$ cat src/rtl/pi_cmd_fifo.sv
// pi_cmd_fifo
//
// Posted-transaction queue between the Pi register-write decoder and the 68k
// bus-cycle sequencer, in the Pi GPIO clock domain. Register writes stage a
// data word and the low address half. Each ADDR_HI write commits one complete
// bus transaction into a DEPTH-entry first-word-fall-through FIFO. The head
// entry is offered to the sequencer over a valid/ready handshake, with at
// most one bus cycle in flight at a time.
//
// Optional build macro:
//   PI_CMD_FIFO_AUTOINC_EN - every accepted commit advances the staged address
//                            (by 1 for byte, by 2 for word, wrapping in 16
//                            bits) and keeps the staged-pending flag set, so
//                            repeated ADDR_HI writes stream sequential cycles.
//
// Ports:
//   PI_CLK     in   Pi-side clock, rising edge
//   PI_RST     in   synchronous active-high reset
//   wr_stb     in   one-cycle pulse, a Pi register write completed
//   wr_reg     in   register select: 0 DATA, 1 ADDR_LO, 2 ADDR_HI, 3 STATUS
//   wr_data    in   register write value
//   clr_ovf    in   one-cycle pulse, clears ovf
//   cmd_valid  out  head entry offered to the sequencer
//   cmd_ready  in   sequencer accepts the head entry
//   cmd_addr   out  24-bit bus address of the head entry
//   cmd_data   out  write data of the head entry
//   cmd_rw     out  1 = read, 0 = write
//   cmd_uds_n  out  upper byte strobe, active-low
//   cmd_lds_n  out  lower byte strobe, active-low
//   cmd_done   in   one-cycle pulse, the in-flight bus cycle has finished
//   busy       out  a transaction is staged, queued or in flight
//   full       out  FIFO count equals DEPTH
//   level      out  FIFO count
//   ovf        out  sticky, a commit was dropped because the FIFO was full

module pi_cmd_fifo #(
   parameter int unsigned DEPTH = 4
) (
   input  logic                     PI_CLK,
   input  logic                     PI_RST,
   input  logic                     wr_stb,
   input  logic [1:0]               wr_reg,
   input  logic [15:0]              wr_data,
   input  logic                     clr_ovf,
   output logic                     cmd_valid,
   input  logic                     cmd_ready,
   output logic [23:0]              cmd_addr,
   output logic [15:0]              cmd_data,
   output logic                     cmd_rw,
   output logic                     cmd_uds_n,
   output logic                     cmd_lds_n,
   input  logic                     cmd_done,
   output logic                     busy,
   output logic                     full,
   output logic [$clog2(DEPTH):0]   level,
   output logic                     ovf
);

   localparam int unsigned AW = $clog2(DEPTH);
   localparam int unsigned CW = AW + 1;

   localparam logic [AW-1:0] PtrOne  = AW'(1);
   localparam logic [CW-1:0] CntOne  = CW'(1);
   localparam logic [CW-1:0] CntFull = CW'(DEPTH);

   typedef enum logic [1:0] {
      RegData   = 2'd0,
      RegAddrLo = 2'd1,
      RegAddrHi = 2'd2,
      RegStatus = 2'd3
   } reg_sel_e;

   typedef struct packed {
      logic [23:0] addr;
      logic [15:0] data;
      logic        rw;
      logic        uds_n;
      logic        lds_n;
   } entry_t;

   // Idle entry: what the outputs show out of reset (read, no lanes strobed).
   localparam entry_t EntryIdle = '{
      addr:  24'h000000,
      data:  16'h0000,
      rw:    1'b1,
      uds_n: 1'b1,
      lds_n: 1'b1
   };

   // ----------------------------------------------------------------------
   // State
   // ----------------------------------------------------------------------
   logic [15:0]   stg_data_q, stg_data_d;
   logic [15:0]   stg_addr_q, stg_addr_d;
   logic          stg_pend_q, stg_pend_d;

   entry_t        mem_q [DEPTH];
   logic [AW-1:0] wr_ptr_q, wr_ptr_d;
   logic [AW-1:0] rd_ptr_q, rd_ptr_d;
   logic [CW-1:0] count_q, count_d;
   logic          infl_q, infl_d;
   logic          ovf_q, ovf_d;

   // ----------------------------------------------------------------------
   // Decode and handshake
   // ----------------------------------------------------------------------
   logic   commit;
   logic   pop;
   logic   push_ok;
   logic   drop;
   logic   is_full;
   entry_t new_entry;
   entry_t head;

   assign is_full   = (count_q == CntFull);
   assign commit    = wr_stb && (wr_reg == RegAddrHi);
   assign cmd_valid = (count_q != '0) && !infl_q;
   assign pop       = cmd_valid && cmd_ready;
   // A pop in the same cycle frees the slot the full FIFO needs.
   assign push_ok   = commit && (!is_full || pop);
   assign drop      = commit && is_full && !pop;

   always_comb begin
      new_entry       = EntryIdle;
      new_entry.addr  = {wr_data[7:0], stg_addr_q};
      new_entry.data  = stg_data_q;
      new_entry.rw    = wr_data[9];
      if (wr_data[8]) begin
         // Byte cycle: even address uses the upper lane on the 68k.
         new_entry.uds_n = stg_addr_q[0];
         new_entry.lds_n = ~stg_addr_q[0];
      end else begin
         new_entry.uds_n = 1'b0;
         new_entry.lds_n = 1'b0;
      end
   end

   // ----------------------------------------------------------------------
   // Staging registers
   // ----------------------------------------------------------------------
   always_comb begin
      stg_data_d = stg_data_q;
      stg_addr_d = stg_addr_q;
      stg_pend_d = stg_pend_q;
      if (wr_stb) begin
         unique case (wr_reg)
            RegData: begin
               stg_data_d = wr_data;
            end
            RegAddrLo: begin
               stg_addr_d = wr_data;
               stg_pend_d = 1'b1;
            end
            RegAddrHi: begin
`ifdef PI_CMD_FIFO_AUTOINC_EN
               // Dropped commits leave the address in place so the Pi can retry.
               if (push_ok) begin
                  stg_addr_d = stg_addr_q + (wr_data[8] ? 16'd1 : 16'd2);
               end
`else
               stg_pend_d = 1'b0;
`endif
            end
            RegStatus: begin
               // Status writes are handled elsewhere.
            end
            default: begin
            end
         endcase
      end
   end

   // ----------------------------------------------------------------------
   // FIFO pointers, count, in-flight and overflow
   // ----------------------------------------------------------------------
   always_comb begin
      wr_ptr_d = wr_ptr_q;
      rd_ptr_d = rd_ptr_q;
      count_d  = count_q;
      infl_d   = infl_q;
      ovf_d    = ovf_q;

      if (push_ok) begin
         wr_ptr_d = wr_ptr_q + PtrOne;
      end
      if (pop) begin
         rd_ptr_d = rd_ptr_q + PtrOne;
      end

      if (push_ok && !pop) begin
         count_d = count_q + CntOne;
      end else if (!push_ok && pop) begin
         count_d = count_q - CntOne;
      end

      // pop needs !infl_q, so a pop and a meaningful done never coincide.
      if (pop) begin
         infl_d = 1'b1;
      end else if (cmd_done) begin
         infl_d = 1'b0;
      end

      // Set has priority over clear.
      if (drop) begin
         ovf_d = 1'b1;
      end else if (clr_ovf) begin
         ovf_d = 1'b0;
      end
   end

   always_ff @(posedge PI_CLK) begin
      if (PI_RST) begin
         stg_data_q <= '0;
         stg_addr_q <= '0;
         stg_pend_q <= 1'b0;
         wr_ptr_q   <= '0;
         rd_ptr_q   <= '0;
         count_q    <= '0;
         infl_q     <= 1'b0;
         ovf_q      <= 1'b0;
      end else begin
         stg_data_q <= stg_data_d;
         stg_addr_q <= stg_addr_d;
         stg_pend_q <= stg_pend_d;
         wr_ptr_q   <= wr_ptr_d;
         rd_ptr_q   <= rd_ptr_d;
         count_q    <= count_d;
         infl_q     <= infl_d;
         ovf_q      <= ovf_d;
      end
   end

   // Storage is reset so the head outputs show the idle entry out of reset.
   always_ff @(posedge PI_CLK) begin
      if (PI_RST) begin
         for (int i = 0; i < int'(DEPTH); i++) begin
            mem_q[i] <= EntryIdle;
         end
      end else if (push_ok) begin
         mem_q[wr_ptr_q] <= new_entry;
      end
   end

   // ----------------------------------------------------------------------
   // Outputs
   // ----------------------------------------------------------------------
   assign head      = mem_q[rd_ptr_q];
   assign cmd_addr  = head.addr;
   assign cmd_data  = head.data;
   assign cmd_rw    = head.rw;
   assign cmd_uds_n = head.uds_n;
   assign cmd_lds_n = head.lds_n;

   assign busy  = stg_pend_q || (count_q != '0) || infl_q;
   assign full  = is_full;
   assign level = count_q;
   assign ovf   = ovf_q;

endmodule

$ cat config.mk
export PLATFORM = sky130hd
export DESIGN_NAME = pi_cmd_fifo
export DESIGN_NICKNAME = d
export VERILOG_FILES = /design/src/rtl/pi_cmd_fifo.sv
export SDC_FILE = /design/constraint.sdc
export NUM_CORES = 1
export LEC_CHECK = 0
export BUFFER_PORTS_ARGS = -buffer_cell sky130_fd_sc_hd__buf_4
export CAP_MARGIN = 20
export CORE_AREA = 4 4 129 131
export CTS_BUF_LIST = sky130_fd_sc_hd__clkbuf_2
export CTS_CLUSTER_DIAMETER = 80
export DETAILED_ROUTE_END_ITERATION = 12
export DIE_AREA = 0 0 133 135
export PLACE_DENSITY = 0.79
export SYNTH_ARGS = -nofsm -noshare
export SYNTH_HDL_FRONTEND = slang
export SYNTH_SLANG_ARGS = --single-unit
$ cat constraint.sdc
create_clock -name PI_CLK -period 2.8 [get_ports PI_CLK]
set_input_delay 0.28 -clock PI_CLK [delete_from_list [all_inputs] [get_ports PI_CLK]]
set_output_delay 0.28 -clock PI_CLK [all_outputs]
set_load 0.03 [all_outputs]
==> out/results.txt, run 1 <==
Met3 GRT Util: 4.69%
CP Max Fanout: 36
WL/cell: 19.4 um
Reg clk slew, reported paths: 0.11 ns
Simple-Gate Fraction of Synth Area: 16.0%
Remaining Overflow, GRT: 0
Initial antenna violation count: 0
Initial Util: 58.5%
Reg2reg start: level[0]
Global Route Usage Sum: 22.8%
Worst hold slack: 0.0660 ns
Share of cells above drive strength 1: 28.3%
Syn_area_per_cell: 14.4 um2
Post-CTS Setup Inserts: 0
CP Class: reg2out
Inst Count DP: 898
Fillers: 1070
# H-tree levels: 2
Post-Synthesis Cell Area: 9120 um2
Mux share of post-synthesis cell area: 10.7%
Crit path launch type: flop
Crit path DAT: 2.34 ns
Routed WL: 19700 um
DRT antenna net count: 0
Post-DR vias/cell: 5.47
Most Crowded Layer GR: met2
Distinct cells, synth: 38
Global-route wire length before repair: 31700 um
Status: completed
Pre-antenna DRT Iters: 5
Largest net degree at the start of global routing: 50
Min Tclk post-route: 2.62 ns
Yosys warnings: 0
I/O Pins: 74
Mapped Cells: 635
Vias in the first global route: 6008
Post-synthesis sequential area ratio: 66.3%
GRT met2 Usage: 39.7%
Synth Area in Adders: 0.768%
MaxCap Viol Count: 0
Dominant combinational cell family by area after synthesis: simple AND/OR/NAND/NOR gates
Gpl congestion: 0.816
Setup violators final: 0
HPWL Detailed: 11700 um
Clock Sinks: 216
DR vias: 5571
Met1 usage: 28.6%
Class of the worst hold path: in2reg
Non-filler cells, final: 1019
Diode count: 0
RSZ-0062 raised after global routing: false
XOR/XNOR Fraction of Synth Area: 0.192%
Final Skew: 0.0495 ns
P per Cell Area: 713 nW/um2
Total CTS buffers: 50
Clk_lat worst skew: 0.75 ns
# rows: 46
Yosys reg bits: 216
Count of pins over their slew limit: 0
Fin crit share: 93.5%
Nets: 790
DIE AREA: 18000 um2
Total negative slack: 0 ns
Die Span X: 133 um
Core ar.: 15600 um2
Fmax: 0.382 GHz
Relative slew margins: 26.8%
WP data required: 2.52 ns
Compound-cell area share of the yosys netlist: 3.91%
Worst-Margin Slew: 1.10 ns
Hold Crit Start: cmd_ready
Area Overhead vs Synth: 17.0%
Input/output buffers: 73
Crit. End Element: output pin
DRC Markers: 0
CTS tree: built
DRT iter0 DRCs: 519
Clk buf depth: 3
Fin. Hold Viols: 0
Synth Net Count: 664
Die H: 135 um
CTS root buffer: clkbuf_2
Worst IR Drop VDD: 0.601 mV
P_leak: 4.01 nW
## power breakdown
part	total [W]	leakage [nW]	switching [W]	internal (W)
combinational	0.00192	1.54	0.00110	0.000817
clock	0.00195	0.370	0.00116	0.000791
sequential	0.00374	2.10	0.000125	0.00362
## final timing paths
kind / endpoint / slack (ns) / cells after the start
setup / recovery: cmd_addr[0] / 0.18 / 3
hold / removal: flop / 0.07 / 4
setup reg to reg: level[2] / 0.26 / 8
hold reg to reg: flop / 0.49 / 2
## placed cells by master (no fill, tap or decap), types with 2 or more instances in the layout
cell             n
a211oi_4         2
a21o_2           3
a21oi_1         42
and2_1         162
buf_12           2
buf_4           83
clkbuf_2        86
clkinv_1         8
dfxtp_1         42
dlygate4sd3_1   27
edfxtp_1       172
ha_1             4
inv_1            6
mux4_2          43
nand2_1         77
nand2b_1        10
nor2_1           5
o21ai_0          3
or3_1            3
xor2_1           2
## cell usage after synthesis
master	instances	area, um2
edfxtp_1	172	5160
and2_1	162	1010
nand2_1	77	289
dfxtp_1	44	881
mux4_2	43	968
a21oi_1	42	210
clkbuf_1	24	90.1
nand2b_1	10	62.6
buf_2	6	30.0
inv_1	6	22.5
nor2_1	5	18.8
buf_1	4	15.0
clkbuf_2	4	20.0
ha_1	4	50.1
a21o_1	3	22.5
o21ai_0	3	15.0
or3_1	3	18.8
a211oi_2	2	25.0
xor2_1	2	17.5
a2111oi_4	1	27.5
a211oi_1	1	7.51
a21oi_2	1	8.76
a311oi_1	1	8.76
a41o_1	1	10.0
buf_4	1	7.51
fa_1	1	20.0
inv_2	1	3.75
mux2i_1	1	10.0
nand2b_4	1	13.8
nand3b_1	1	7.51
nand4bb_1	1	11.3
nor2b_1	1	6.26
nor3_1	1	5.00
o21bai_1	1	7.51
o22ai_1	1	6.26
o31ai_1	1	7.51
or3b_1	1	8.76
or4_1	1	7.51
## cells by family (layout without fill, tap and decap cells)
family,Yosys count,in the layout
flip-flops,216,216
buffers and inverters,46,214
AND/OR/NAND/NOR,264,264
adder cells (fa/ha/maj),5,5
multiplexers,44,44
XOR/XNOR,2,2
AO/OA/AOI/OAI,58,58
## final cells by class
cell class                 instances  area, um2  share of cell area [%]
multi-input combinational        373       2910                    27.2
sequential                       216       6050                    56.7
tap                              216        270                    2.53
timing repair buffer             113        961                    9.00
inverter                           7       26.3                   0.246
clock buffer                      86        430                    4.03
clock inverter                     8       30.0                   0.281
## critical path: stages, from the launching register on
cell     delay, ns
dfxtp_4       0.48
buf_16        0.30
mux4_2        0.59
buf_4         0.19
## metal layers
metal	routed length, um	part of all wire, %	vias to the layer above
li1	-	-	2563
met1	7820	40	2745
met2	10200	52	230
met3	1370	6.9	33
met5	0	0	-
met4	382	1.9	0
## sequential cells by signal, indices dropped and copies added (netlist names), named ones only
| signal | flops |
|---|---|
| mem_q | 172 |
| stg_addr_q | 16 |
| infl_q | 1 |
| stg_pend_q | 1 |
| wr_ptr_q | 2 |
| stg_data_q | 16 |
| ovf | 1 |
| rd_ptr_q | 2 |
| level | 3 |
## metrics by stage
| step | power, W | setup slack (ns) | util, % | area (um2) |
|---|---|---|---|---|
| after CTS | 0.00767 | 0.00582 | 68.4 | 10700 |
| after global placement | 0.00567 | 0.487 | 63.7 | 9930 |
| after detailed placement | 0.00571 | 0.353 | 63.7 | 9930 |
| after global routing | 0.00799 | 0.0329 | 68.4 | 10700 |
| after floorplan | 0.00506 | 0.183 | - | 9120 |
| final | 0.00761 | 0.182 | 68.4 | 10700 |
## what timing repair did
item,in CTS,in global routing
endpoints found under the setup margin,0,36
hold buffers,27,0
endpoints found under the hold margin,85,0
gates resized for setup,0,2
Note: power is estimated with default switching activity, not from simulation.
==> run 2, diff against run 1 <==
--- a/config.mk
+++ b/config.mk
@@ -7,12 +7,12 @@
 export LEC_CHECK = 0
 export BUFFER_PORTS_ARGS = -buffer_cell sky130_fd_sc_hd__buf_4
 export CAP_MARGIN = 20
-export CORE_AREA = 4 4 129 131
+export CORE_AREA = 4 4 141 143
 export CTS_BUF_LIST = sky130_fd_sc_hd__clkbuf_2
 export CTS_CLUSTER_DIAMETER = 80
 export DETAILED_ROUTE_END_ITERATION = 12
-export DIE_AREA = 0 0 133 135
-export PLACE_DENSITY = 0.79
+export DIE_AREA = 0 0 145 147
+export PLACE_DENSITY = 0.67
 export SYNTH_ARGS = -nofsm -noshare
 export SYNTH_HDL_FRONTEND = slang
 export SYNTH_SLANG_ARGS = --single-unit
==> out/results.txt, run 2 (same netlist as run 1, synthesis figures left out) <==
Status: completed
Gpl congestion: 0.826
Total CTS buffers: 52
Min Tclk post-route: 2.61 ns
Fmax: 0.383 GHz
MaxCap Viol Count: 0
Core ar.: 18600 um2
Clk buf depth: 3
DRC Markers: 0
# H-tree levels: 2
CP Class: reg2out
WP data required: 2.52 ns
Worst-Margin Slew: 0.723 ns
Area Overhead vs Synth: 17.8%
# rows: 50
Pre-antenna DRT Iters: 4
Relative slew margins: 51.8%
I/O Pins: 74
Global-route wire length before repair: 32500 um
Input/output buffers: 73
Setup violators final: 0
HPWL Detailed: 11800 um
Total negative slack: 0 ns
Largest net degree at the start of global routing: 50
Crit path launch type: flop
Die Span X: 145 um
Post-DR vias/cell: 5.29
WL/cell: 19.7 um
DRT iter0 DRCs: 405
Fin crit share: 93.3%
CP Max Fanout: 18
Class of the worst hold path: in2reg
P_leak: 4.05 nW
CTS root buffer: clkbuf_2
Final Skew: 0.0350 ns
Most frequent cells in the layout: edfxtp_1 (172), and2_1 (162), clkbuf_2 (90)
Inst Count DP: 917
Reg clk slew, reported paths: 0.12 ns
Remaining Overflow, GRT: 0
DRT antenna net count: 0
Clk_lat worst skew: 0.79 ns
Die H: 147 um
Clock Sinks: 216
DR vias: 5517
Non-filler cells, final: 1042
Global Route Usage Sum: 19.4%
Commonest non-fill, non-tap cell in the layout: edfxtp_1
Initial antenna violation count: 2
RSZ-0062 raised after global routing: false
Share of cells above drive strength 1: 29.4%
Nets: 794
Max reg flops: 172
Count of pins over their slew limit: 0
CTS tree: built
Largest reg by FF count: mem_q
Initial Util: 49.1%
P per Cell Area: 720 nW/um2
Vias in the first global route: 5858
Fin. Hold Viols: 0
Crit. End Element: output pin
Crit path DAT: 2.33 ns
DIE AREA: 21300 um2
Routed WL: 20500 um
Worst IR Drop VDD: 0.490 mV
Top flop regs: mem_q x172, stg_addr_q x16, stg_data_q x16
## run 2: repair_timing
item | in CTS | in global routing
endpoints found under the setup margin | 33 | 2
pin swaps | 0 | 0
hold buffers | 25 | 0
endpoints found under the hold margin | 88 | 0
cloned | 0 | 0
setup buffers | 0 | 3
gates resized for setup | 2 | 0
## run 2: power breakdown
group	total, W	switching [W]	internal, W
sequential	0.00373	0.000117	0.00362
clock	0.00202	0.00119	0.000826
combinational	0.00198	0.00113	0.000851
## run 2: layout make-up
| cell class | count | area, um2 |
|---|---|---|
| Antenna cell | 1 | 2.50 |
| Clock buffer | 90 | 450 |
| Clock inverter | 6 | 22.5 |
| Fill cell | 1511 | 7840 |
| Inverter | 7 | 26.3 |
| Multi-Input combinational cell | 373 | 2910 |
| Sequential cell | 216 | 6050 |
| Tap cell | 234 | 293 |
| Timing Repair Buffer | 115 | 992 |
## run 2: worst max-delay path: stages, from the launching register on
cell,delay (ns)
dfxtp_2,0.71
buf_4,0.31
mux4_2,0.34
buf_4,0.19
## run 2: per-stage QoR
stage | worst slack [ns] | instance area, um2 | hold slack, ns | util [%] | total power, W
floorplan | 0.183 | 9120 | 0.416 | - | 0.00506
global placement | 0.488 | 9990 | 0.459 | 53.8 | 0.00571
detailed placement | 0.323 | 9990 | 0.477 | 53.8 | 0.00575
CTS | 0.0414 | 10700 | 0.131 | 57.7 | 0.00781
global route | 0.0606 | 10700 | 0.224 | 57.8 | 0.00812
finish | 0.187 | 10700 | 0.217 | 57.8 | 0.00773
## run 2: worst paths after layout
path / start / end / slack, ns / cells past startpoint
worst min-delay path: wr_reg[1] / wr_ptr_q[0] / 0.22 / 5
worst max-delay path: flop / cmd_addr[22] / 0.19 / 3
worst max register to register: level[0] / level[2] / 0.32 / 8
worst min register to register: rd_ptr_q[1] / flop / 0.47 / 2
## run 2: metal layers
metal	part of all wire, %	vias up	track usage, %
met2	51	186	33.1
met5	0	-	0
met3	6.7	27	3.98
li1	-	2566	-
met4	1.6	0	6.41
met1	40	2738	25.2
==> run 3, diff against run 2 <==
==> constraint.sdc (replaced) <==
create_clock -name PI_CLK -period 2.8 [get_ports PI_CLK]
set_input_delay 0.42 -clock PI_CLK [delete_from_list [all_inputs] [get_ports PI_CLK]]
set_output_delay 0.42 -clock PI_CLK [all_outputs]
set_load 0.03 [all_outputs]
==> out/results.txt, run 3 (same netlist as run 1, synthesis figures left out) <==
Top flop regs: mem_q x172, stg_addr_q x16, stg_data_q x16
CTS tree: built
Most frequent cells in the layout: edfxtp_1 (172), and2_1 (162), clkbuf_2 (85)
Routed WL: 20800 um
Worst hold slack: 0.104 ns
Critical path buffers and inverters: 2
Gpl congestion: 0.749
Most used cell, CP: buf_4
CP top delay family: flip-flops
Share of cells above drive strength 1: 28.9%
Largest net degree at the start of global routing: 50
Reg2reg path depth: 8
Global Route Usage Sum: 20.1%
Pre-antenna DRT Iters: 5
Cell at the slowest stage of the critical path: dfxtp_2
DIE AREA: 21300 um2
HPWL Detailed: 12000 um
Worst hold path depth: 4
Input/output buffers: 73
Fin. Hold Viols: 0
Post-DR vias/cell: 5.35
CP peak stage delay: 0.59 ns
DRT iter0 DRCs: 443
Relative slew margins: 50.4%
Largest reg by FF count: mem_q
Reg2reg start: level[0]
Die Span X: 145 um
Reg clk slew, reported paths: 0.10 ns
Initial Util: 49.1%
Crit. End Element: output pin
Max reg flops: 172
Hold Crit Start: wr_reg[1]
WL/cell: 20.1 um
Remaining Overflow, GRT: 0
Total CTS buffers: 54
Setup violators final: 0
Worst hold path endpoint: stg_pend_q
Vias in the first global route: 6113
# H-tree levels: 2
I/O Pins: 74
Worst r2r dst: level[2]
Critical path, cell by cell: buf_4 > mux4_2 > buf_4
Fmax: 0.375 GHz
RSZ-0062 raised after global routing: false
Worst-Margin Slew: 0.742 ns
R2R Setup Slk: 0.29 ns
Die H: 147 um
Min Tclk post-route: 2.67 ns
Worst IR Drop VDD: 0.631 mV
CP Max Fanout: 12
Count of pins over their slew limit: 0
Nets: 789
Total negative slack: 0 ns
Fin crit share: 95.3%
Initial antenna violation count: 1
MaxCap Viol Count: 0
WP data required: 2.38 ns
DR vias: 5540
Clk buf depth: 3
P_leak: 4.01 nW
Commonest non-fill, non-tap cell in the layout: edfxtp_1
DRT antenna net count: 0
Design Power: 0.00772 W
CP Class: reg2out
Area Overhead vs Synth: 17.8%
Global-route wire length before repair: 33300 um
DRC Markers: 0
# rows: 50
CTS root buffer: clkbuf_2
Crit path launch type: flop
P per Cell Area: 718 nW/um2
Status: completed
Clock Sinks: 216
Final Skew: 0.0466 ns
Clk_lat worst skew: 0.80 ns
Core ar.: 18600 um2
Class of the worst hold path: in2reg
Crit path DAT: 2.25 ns
## run 3: worst reg2reg max path, delay by kind of cell, from the launching register on
kind / cells / cell delay (ns)
AND/OR/NAND/NOR: 3 / 1.10
adder cells (fa/ha/maj): 2 / 0.57
flip-flops: 1 / 0.38
XOR/XNOR: 1 / 0.18
AO/OA/AOI/OAI: 1 / 0.15
buffers and inverters: 1 / 0.06
## run 3: per-layer routing
layer	global-route usage, %	routed length [um]	vias up
met5	0	0	-
met4	6.94	457	0
met3	4.35	1290	33
met2	35.2	10800	188
met1	25.0	8230	2749
li1	-	-	2570
## run 3: area by class of cell
class	instances	area, um2
Fill cell	1505	7840
Sequential cell	216	6050
Multi-Input combinational cell	373	2910
Timing Repair Buffer	108	995
Clock buffer	85	425
Tap cell	234	293
Clock inverter	11	42.5
Inverter	7	26.3
Antenna cell	1	2.50
## run 3: timing repair
action / CTS / global route
setup buffers: 2 / 0
gates resized for setup: 3 / 0
hold buffers: 19 / 0
hold endpoints to repair: 77 / 0
endpoints found under the setup margin: 34 / 0
## run 3: how the worst max path moves through the flow
stage / start / endpoint / depth (start not counted)
after floorplan: level[0] / mem_q[0][0] / 4
after global placement: wr_reg[0] / level[2] / 11
after detailed placement: wr_reg[0] / level[2] / 11
after CTS: flop / cmd_uds_n / 3
after global routing: flop / cmd_addr[22] / 3
final: flop / cmd_addr[15] / 3
## run 3: power by group
| part | leakage, nW | internal [W] | switching, W |
|---|---|---|---|
| clock network | 0.375 | 0.000792 | 0.00121 |
| registers | 2.10 | 0.00362 | 0.000109 |
| logic | 1.53 | 0.000852 | 0.00113 |
## run 3: per-stage QoR
| step | util (%) | worst slack [ns] | cell area, um2 | instances |
|---|---|---|---|---|
| after global placement | 54.1 | 0.358 | 10100 | 917 |
| after detailed placement | 54.1 | 0.232 | 10100 | 917 |
| after CTS | 57.8 | 0.0533 | 10700 | 1034 |
| after floorplan | - | 0.183 | 9120 | 635 |
| after global routing | 57.8 | 0.0352 | 10700 | 1035 |
| final | 57.8 | 0.131 | 10700 | 1035 |
